===== config.mk =====
export PLATFORM = sky130hd
export DESIGN_NAME = seq_mult_issue_ctrl
export DESIGN_NICKNAME = d
export VERILOG_FILES = /design/src/rtl/seq_mult_issue_ctrl.sv
export SDC_FILE = /design/constraint.sdc
export NUM_CORES = 1
export LEC_CHECK = 0
export CAP_MARGIN = 40
export CORE_MARGIN = 2
export CORE_UTILIZATION = 34
export DETAILED_ROUTE_END_ITERATION = 10
export GPL_TIMING_DRIVEN = 0
export PLACE_DENSITY = 0.59
export SKIP_LAST_GASP = 1
export SLEW_MARGIN = 20
export SYNTH_ARGS = -nofsm -noshare
export SYNTH_HDL_FRONTEND = slang
export SYNTH_SLANG_ARGS = --single-unit

===== constraint.sdc =====
create_clock -name clk -period 2.5 [get_ports clk]
set_input_delay 0.25 -clock clk [delete_from_list [all_inputs] [get_ports clk]]
set_output_delay 0.25 -clock clk [all_outputs]
set_load 0.1 [all_outputs]

===== src/rtl/seq_mult_issue_ctrl.sv =====
// seq_mult_issue_ctrl: valid/ready front-end that issues operand pairs to a sequential
// multiplier, bypasses zero operands, and flags a multiplier that never completes.
module seq_mult_issue_ctrl #(
    parameter int WIDTH   = 6,
    parameter int TIMEOUT = 32,
    parameter int CNT_W   = 8
) (
    input  logic               clk,
    input  logic               rst,
    input  logic               in_valid,
    output logic               in_ready,
    input  logic [WIDTH-1:0]   in_a,
    input  logic [WIDTH-1:0]   in_b,
    output logic [WIDTH-1:0]   mult_a,
    output logic [WIDTH-1:0]   mult_b,
    output logic               mult_start,
    input  logic [2*WIDTH-1:0] mult_product,
    input  logic               mult_done,
    output logic               out_valid,
    input  logic               out_ready,
    output logic [2*WIDTH-1:0] out_data,
    output logic               out_err,
    output logic [CNT_W-1:0]   op_count
);
    localparam int WD_W = (TIMEOUT > 2) ? $clog2(TIMEOUT) : 1;
    localparam logic [1:0] IDLE  = 2'd0;
    localparam logic [1:0] ISSUE = 2'd1;
    localparam logic [1:0] WAIT  = 2'd2;
    localparam logic [1:0] HOLD  = 2'd3;

    logic [1:0]         state_q, state_d;
    logic [WIDTH-1:0]   mult_a_q, mult_a_d, mult_b_q, mult_b_d;
    logic               mult_start_q, mult_start_d;
    logic               out_valid_q, out_valid_d;
    logic [2*WIDTH-1:0] out_data_q, out_data_d;
    logic               out_err_q, out_err_d;
    logic [CNT_W-1:0]   op_count_q, op_count_d;
    logic [WD_W-1:0]    wd_q, wd_d;

    always_comb begin
        state_d    = state_q;
        mult_a_d   = mult_a_q;
        mult_b_d   = mult_b_q;
        out_data_d = out_data_q;
        out_err_d  = out_err_q;
        op_count_d = op_count_q;
        wd_d       = wd_q;
        case (state_q)
            IDLE: begin
                if (in_valid) begin
                    mult_a_d = in_a;
                    mult_b_d = in_b;
                    if (in_a == '0 || in_b == '0) begin
                        state_d    = HOLD;
                        out_data_d = '0;
                        out_err_d  = 1'b0;
                    end else begin
                        state_d = ISSUE;
                    end
                end
            end
            ISSUE: begin
                wd_d    = '0;
                state_d = WAIT;
            end
            WAIT: begin
                wd_d = wd_q + WD_W'(1);
                // a done strobe on the watchdog's last cycle still delivers the product
                if (mult_done) begin
                    out_data_d = mult_product;
                    out_err_d  = 1'b0;
                    state_d    = HOLD;
                end else if (wd_q == WD_W'(TIMEOUT - 1)) begin
                    out_data_d = '0;
                    out_err_d  = 1'b1;
                    state_d    = HOLD;
                end
            end
            HOLD: begin
                if (out_ready) begin
                    op_count_d = op_count_q + CNT_W'(1);
                    state_d    = IDLE;
                end
            end
            default: state_d = IDLE;
        endcase
        mult_start_d = state_d == ISSUE;
        out_valid_d  = state_d == HOLD;
    end

    always_ff @(posedge clk or negedge rst) begin
        if (!rst) begin
            state_q      <= IDLE;
            mult_a_q     <= '0;
            mult_b_q     <= '0;
            mult_start_q <= 1'b0;
            out_valid_q  <= 1'b0;
            out_data_q   <= '0;
            out_err_q    <= 1'b0;
            op_count_q   <= '0;
            wd_q         <= '0;
        end else begin
            state_q      <= state_d;
            mult_a_q     <= mult_a_d;
            mult_b_q     <= mult_b_d;
            mult_start_q <= mult_start_d;
            out_valid_q  <= out_valid_d;
            out_data_q   <= out_data_d;
            out_err_q    <= out_err_d;
            op_count_q   <= op_count_d;
            wd_q         <= wd_d;
        end
    end

    assign in_ready   = rst && (state_q == IDLE);
    assign mult_a     = mult_a_q;
    assign mult_b     = mult_b_q;
    assign mult_start = mult_start_q;
    assign out_valid  = out_valid_q;
    assign out_data   = out_data_q;
    assign out_err    = out_err_q;
    assign op_count   = op_count_q;
endmodule


==> results of run 1 <==
[sequential cells by signal, summed over array words and instances, names as in the netlist]
name,flops
out_data,12
op_count,8
mult_a,6
mult_b,6
wd_q,5
state_q,2
mult_start,1
out_err,1
out_valid,1
[final cells by class]
| type | count | area [µm²] |
|---|---|---|
| buffer | 6 | 40.04 |
| clock inverter | 2 | 60.06 |
| clock buffer | 6 | 82.58 |
| tap | 75 | 93.84 |
| multi-input combinational | 107 | 858.3 |
| fill | 494 | 2364 |
| timing repair buffer | 102 | 1219 |
| sequential | 42 | 1051 |
| inverter | 22 | 82.58 |
[worst max path at each step]
stage	start	endpoint	slack, ns
after global placement	rst	in_ready	-1.35
after global routing	rst	in_ready	0.06
final	rst	in_ready	0.18
after CTS	rst	in_ready	0.12
after floorplan	op_count[0]	op_count[6]	0.60
after detailed placement	wd_q[0]	out_data[8]	0.45
[per-stage QoR]
step                      hold slack (ns)  utilization [%]  worst slack (ns)
after floorplan                  -0.04559                -            0.5997
final                              0.4266            59.60            0.1757
after global routing               0.4605            59.60           0.05598
after global placement             0.4606            47.28            -1.350
after CTS                          0.4360            59.60            0.1245
after detailed placement           0.2287            56.99            0.4505
[cell families after synthesis]
kind of cell             share of synthesized area (%)
AND/OR/NAND/NOR                                  14.10
adder cells (fa/ha/maj)                          4.926
buffers and inverters                            6.035
flip-flops                                       51.72
XOR/XNOR                                         3.017
AO/OA/AOI/OAI                                    12.99
multiplexers                                     7.204
[per-layer routing]
| metal | share of wire [%] | vias to the layer above | routed length (µm) |
|---|---|---|---|
| met4 | 1.3 | 0 | 57 |
| met2 | 48 | 43 | 2145 |
| met3 | 5.0 | 6 | 224 |
| met1 | 46 | 783 | 2046 |
| li1 | - | 825 | - |
| met5 | 0 | - | 0 |
[layout by cell type, fill, tap and decap left out, types with 2 or more instances in the layout]
master	instances
clkdlybuf4s50_1	63
dfrtp_1	42
buf_8	35
inv_1	22
nand2_1	18
mux2_2	13
o22ai_2	9
o21ai_0	8
nand3_1	8
ha_1	8
nor2_1	6
clkbuf_8	6
xnor2_1	5
nor3b_1	3
nor2b_1	3
o22ai_1	3
buf_2	3
nor4_4	2
clkbuf_1	2
and2_1	2
buf_6	2
nand4_1	2
xor2_1	2
bufinv_16	2
==> flow_summary.rst, run 1 <==
.. list-table::
   :header-rows: 1

   * - Metric
     - Value
   * - Seq cells post-synth
     - 42
   * - Quantity of hold-fixing buffers added after cts
     - 1
   * - Cell count after synthesis
     - 177
   * - Layout cells sized above 1
     - 27.87%
   * - Gates resized, CTS repair
     - 0
   * - Highest-utilization routing layer at the global route stage
     - met2
   * - Portion of synthesized cell area occupied by the leading cell type
     - 51.72%
   * - Cell family contributing the most delay on the critical path
     - buffers and inverters
   * - Mean area per synthesized cell
     - 11.48 µm²
   * - Area of the mapped netlist
     - 2032 µm²
   * - Drc violations
     - 0
   * - Met1 Usage GRT
     - 19.12%
   * - Total setup buffers inserted after CTS
     - 0
   * - Effective utilization at floorplan
     - 34.73%
   * - Total die area
     - 6611 µm²
   * - Setup CP Type
     - in -> out
   * - Crit-path cells
     - dlygate4sd3_1 -> buf_2 -> and2_1 -> clkdlybuf4s50_1 -> buf_8
   * - Final critical path time including I/O delays and setup
     - 2.324 ns
   * - Ys async rst share
     - 100.0%
   * - Worst reg-to-reg setup slack
     - 0.45 ns
   * - Global-route met3 utilization
     - 4.111%
   * - Final design instance area without fill
     - 3487 µm²
   * - Area of the core region
     - 5851 µm²
   * - Global-route wire length before repair
     - 7693 µm
   * - Hold violation count in the final report
     - 0
   * - Status
     - finished clean
   * - Largest net degree at the start of global routing
     - 26
   * - CP Depth
     - 5
   * - Global routing usage summed across all routing layers
     - 15.05%
   * - Worst reg2reg endpoint
     - out_data[4]
   * - Library cells used by synthesis
     - 35
   * - Placer's final routability congestion estimate
     - 0.7535
   * - Total I/O pin count
     - 65
   * - Clock slew seen by the registers of the worst setup and hold paths
     - 0.08 ns
   * - Arrival time at the worst endpoint
     - 2.07 ns
   * - DIE HEIGHT
     - 81.31 µm
   * - Count of input and output buffers
     - 64
   * - Predominant post-synthesis flop cell
     - dfrtp_1
   * - Max-slew headroom at the worst pin
     - 70.12%
   * - Count leader, synth
     - dfrtp_1
   * - Number of enable flip-flop cells after synthesis
     - 0
   * - Inserted Clock Buffers
     - 5
   * - Number of H-tree branching levels
     - 2
   * - Count of max-cap constraint violations
     - 0
   * - Number of placed instances, taps included
     - 353
   * - Post-Synthesis Net Count
     - 214
   * - Cell type with the largest total area after synthesis
     - dfrtp_1
   * - Placed wire-length estimate after detailed placement
     - 3443 µm
   * - Clock tree from TritonCTS
     - built
   * - Buffers plus inverters on the worst setup path
     - 4
   * - Setup Total Neg Slack
     - 0 ns
   * - Post-synth top cells
     - dfrtp_1, inv_1, nand2_1
   * - Final cell count without fillers
     - 362
   * - Hold Crit Class
     - in -> async
   * - Initial antenna violation count
     - 0
   * - Kind of start point of the critical path
     - input port
   * - Post-Place Cell Area
     - 3334 µm²
   * - Num rows
     - 28
   * - Cells on worst reg2reg path
     - 8
   * - Clock Latency Late Sink
     - 0.29 ns
   * - Initial detailed-routing violation count
     - 45
   * - Overall die width
     - 81.31 µm
   * - Number of global-route vias before repair
     - 1702
   * - RSZ-0062 raised after global routing
     - no
   * - GR Overflow Total
     - 0
   * - Worst path required time
     - 2.25 ns
   * - Total Nets Final
     - 323
   * - Routed WL per cell
     - 12.36 µm
   * - Delay of the slowest cell on the worst path
     - 0.52 ns
   * - Endpoint type of the worst setup path
     - output pin
   * - Share of the yosys chip area belonging to registers
     - 51.72%
   * - Clock Skew
     - 0.003753 ns
   * - Period utilization
     - 92.97%
   * - Yosys warnings
     - 0
   * - Detail-routed via count per cell
     - 4.577
   * - Met2 capacity usage during global routing
     - 24.92%
   * - Routed vias
     - 1657
   * - Critical R2R Launch
     - wd_q[0]
   * - Final setup vio count
     - 0
   * - Maximum clock path buffer count
     - 2
   * - Sink count of the clock tree
     - 42
   * - Cell types with the largest area share after synthesis
     - dfrtp_1, mux2_2, o22ai_2
   * - Count of antenna-violating nets left after detailed routing
     - 0
   * - Final max-slew violation count
     - 0
   * - Relative area change from synthesis to final layout
     - 71.61%
   * - Ant. Diodes
     - 0
   * - Maximum clock frequency
     - 0.4302 GHz
   * - Slowest-stage cell, CP
     - dlygate4sd3_1
   * - Clock root cell
     - clkbuf_8
   * - Number of search-and-repair iterations in the first detailed-routing pass
     - 4
   * - Largest driver fanout on the critical path
     - 19
   * - Transition time of the tightest slew-check pin
     - 0.4481 ns
   * - WL final
     - 4473 µm
Power of run 1 is not shown: default switching activity piles up to over one toggle a cycle in this logic, so the estimate is an artifact.
==> run 2: changes to the inputs <==
--- a/config.mk
+++ b/config.mk
@@ -9,7 +9,6 @@
 export CORE_MARGIN = 2
 export CORE_UTILIZATION = 34
 export DETAILED_ROUTE_END_ITERATION = 10
-export GPL_TIMING_DRIVEN = 0
 export PLACE_DENSITY = 0.59
 export SKIP_LAST_GASP = 1
 export SLEW_MARGIN = 20
==> flow_summary.rst, run 2 (same netlist as run 1, synthesis figures left out) <==
.. list-table::
   :header-rows: 1

   * - Metric
     - Value
   * - Status
     - finished clean (unchanged)
   * - Area of the core region
     - 5851 µm² (unchanged)
   * - Placed wire-length estimate after detailed placement
     - 3039 µm (was 3443 µm)
   * - Total I/O pin count
     - 65 (unchanged)
   * - Clock root cell
     - clkbuf_8 (unchanged)
   * - Maximum clock frequency
     - 0.4842 GHz (was 0.4302 GHz)
   * - Global routing usage summed across all routing layers
     - 13.59% (was 15.05%)
   * - Total die area
     - 6611 µm² (unchanged)
   * - Number of global-route vias before repair
     - 1500 (was 1702)
   * - Worst reg-to-reg setup slack
     - 0.43 ns (was 0.45 ns)
   * - GR Overflow Total
     - 0 (unchanged)
   * - Inserted Clock Buffers
     - 5 (unchanged)
   * - Worst path required time
     - 2.69 ns (was 2.25 ns)
   * - Ant. Diodes
     - 0 (unchanged)
   * - Total setup buffers inserted after CTS
     - 0 (unchanged)
   * - Clock slew seen by the registers of the worst setup and hold paths
     - 0.08 ns (about the same)
   * - Max-slew headroom at the worst pin
     - 45.74% (was 70.12%)
   * - Detail-routed via count per cell
     - 4.686 (was 4.577)
   * - Setup CP Type
     - reg -> reg (was in -> out)
   * - Final critical path time including I/O delays and setup
     - 2.065 ns (was 2.324 ns)
   * - Setup Total Neg Slack
     - 0 ns (unchanged)
   * - Count of input and output buffers
     - 64 (unchanged)
   * - Placer's final routability congestion estimate
     - 0.7317 (was 0.7535)
   * - Drc violations
     - 0 (unchanged)
   * - Total Nets Final
     - 283 (was 323)
   * - Sink count of the clock tree
     - 42 (unchanged)
   * - WL final
     - 4138 µm (was 4473 µm)
   * - Most common cell after layout, fill and taps aside
     - dfrtp_1 (was clkdlybuf4s50_1)
   * - Number of search-and-repair iterations in the first detailed-routing pass
     - 4 (unchanged)
   * - RSZ-0062 raised after global routing
     - no (unchanged)
   * - Count of max-cap constraint violations
     - 0 (unchanged)
   * - Transition time of the tightest slew-check pin
     - 0.8115 ns (was 0.4481 ns)
   * - Clock Skew
     - 0.009554 ns (was 0.003753 ns)
   * - Overall die width
     - 81.31 µm (unchanged)
   * - Global-route wire length before repair
     - 6893 µm (was 7693 µm)
   * - Clock Latency Late Sink
     - 0.29 ns (about the same)
   * - Hold violation count in the final report
     - 0 (unchanged)
   * - Routed vias
     - 1509 (was 1657)
   * - Largest driver fanout on the critical path
     - 12 (was 19)
   * - Quantity of hold-fixing buffers added after cts
     - 0 (was 1)
   * - Arrival time at the worst endpoint
     - 2.26 ns (was 2.07 ns)
   * - Endpoint type of the worst setup path
     - register (was output pin)
   * - Most frequent cells in the layout
     - dfrtp_1, buf_4, clkdlybuf4s50_1 (was clkdlybuf4s50_1, dfrtp_1, buf_8)
   * - Number of flip-flops under the largest register name
     - 12 (unchanged)
   * - Effective utilization at floorplan
     - 34.73% (unchanged)
   * - Gates resized, CTS repair
     - 0 (unchanged)
   * - Kind of start point of the critical path
     - register (was input port)
   * - Maximum clock path buffer count
     - 2 (unchanged)
   * - Largest net degree at the start of global routing
     - 43 (was 26)
   * - Count of antenna-violating nets left after detailed routing
     - 0 (unchanged)
   * - Period utilization
     - 82.62% (was 92.97%)
   * - Routed WL per cell
     - 12.85 µm (was 12.36 µm)
   * - Utilization after layout
     - 47.58% (was 59.60%)
   * - Cell repeated most along the worst path
     - ha_1
   * - Number of H-tree branching levels
     - 2 (unchanged)
   * - Slowest-stage cell, CP
     - dfrtp_1 (was dlygate4sd3_1)
   * - Clock tree from TritonCTS
     - built (unchanged)
   * - Layout cells sized above 1
     - 31.17% (was 27.87%)
   * - Delay of the slowest cell on the worst path
     - 0.40 ns (was 0.52 ns)
   * - Initial antenna violation count
     - 0 (unchanged)
   * - Final max-slew violation count
     - 0 (unchanged)
   * - Final setup vio count
     - 0 (unchanged)
   * - Initial detailed-routing violation count
     - 41 (was 45)
   * - Num rows
     - 28 (unchanged)
   * - DIE HEIGHT
     - 81.31 µm (unchanged)
   * - Relative area change from synthesis to final layout
     - 37.01% (was 71.61%)
   * - Hold Crit Class
     - in -> async (unchanged)
   * - Crit-path cells
     - ha_1 -> and3_1 -> ha_1 -> or3b_1 -> nand3_1 -> nand2_1 -> o22ai_1 (was dlygate4sd3_1 -> buf_2 -> and2_1 -> clkdlybuf4s50_1 -> buf_8)
==> run 2: path summary, 6_finish.rpt <==
check                             from     endpoint  cells past startpoint
setup / recovery               wd_q[0]  out_data[2]                      7
hold / removal                     rst  op_count[5]                      2
setup reg to reg               wd_q[0]  out_data[2]                      7
hold reg to reg            op_count[7]  op_count[7]                      1
max in group asynchronous          rst  out_data[8]                      2
min in group clk           op_count[7]  op_count[7]                      1
==> run 2: area by class of cell <==
type,instances,area (µm²)
Inverter,22,82.58
Multi-Input combinational cell,107,858.3
Tap cell,75,93.84
Fill cell,574,3067
Sequential cell,42,1051
Clock buffer,7,76.32
Clock inverter,1,30.03
Timing Repair Buffer,68,591.8
==> run 2: metrics by stage <==
stage / setup slack (ns) / cells / hold slack (ns) / instance area, µm²
floorplan: 0.5997 / 177 / -0.04559 / 2032
global placement: 0.05547 / 313 / 0.4030 / 2666
detailed placement: 0.3588 / 314 / 0.4021 / 2678
CTS: 0.3895 / 322 / 0.08023 / 2784
global route: 0.1571 / 322 / 0.1061 / 2784
finish: 0.4346 / 322 / 0.06273 / 2784
==> run 2: critical path: cells and delay by family, from the launching register on <==
kind                       cells  cell delay [ns]
AOI/OAI and AO/OA              1             0.15
adders and majority gates      2             0.44
and+or+nand+nor                4             1.00
DFF                            1             0.40
==> run 2: per-layer routing <==
| metal | global-route usage, % | vias to the layer above | share of wire (%) |
|---|---|---|---|
| met5 | 0 | - | 0 |
| met4 | 4.576 | 0 | 1.3 |
| met3 | 4.333 | 6 | 7.8 |
| met2 | 22.21 | 46 | 45 |
| met1 | 16.91 | 716 | 46 |
| li1 | - | 741 | - |
Power of run 2 is left out for the same reason.
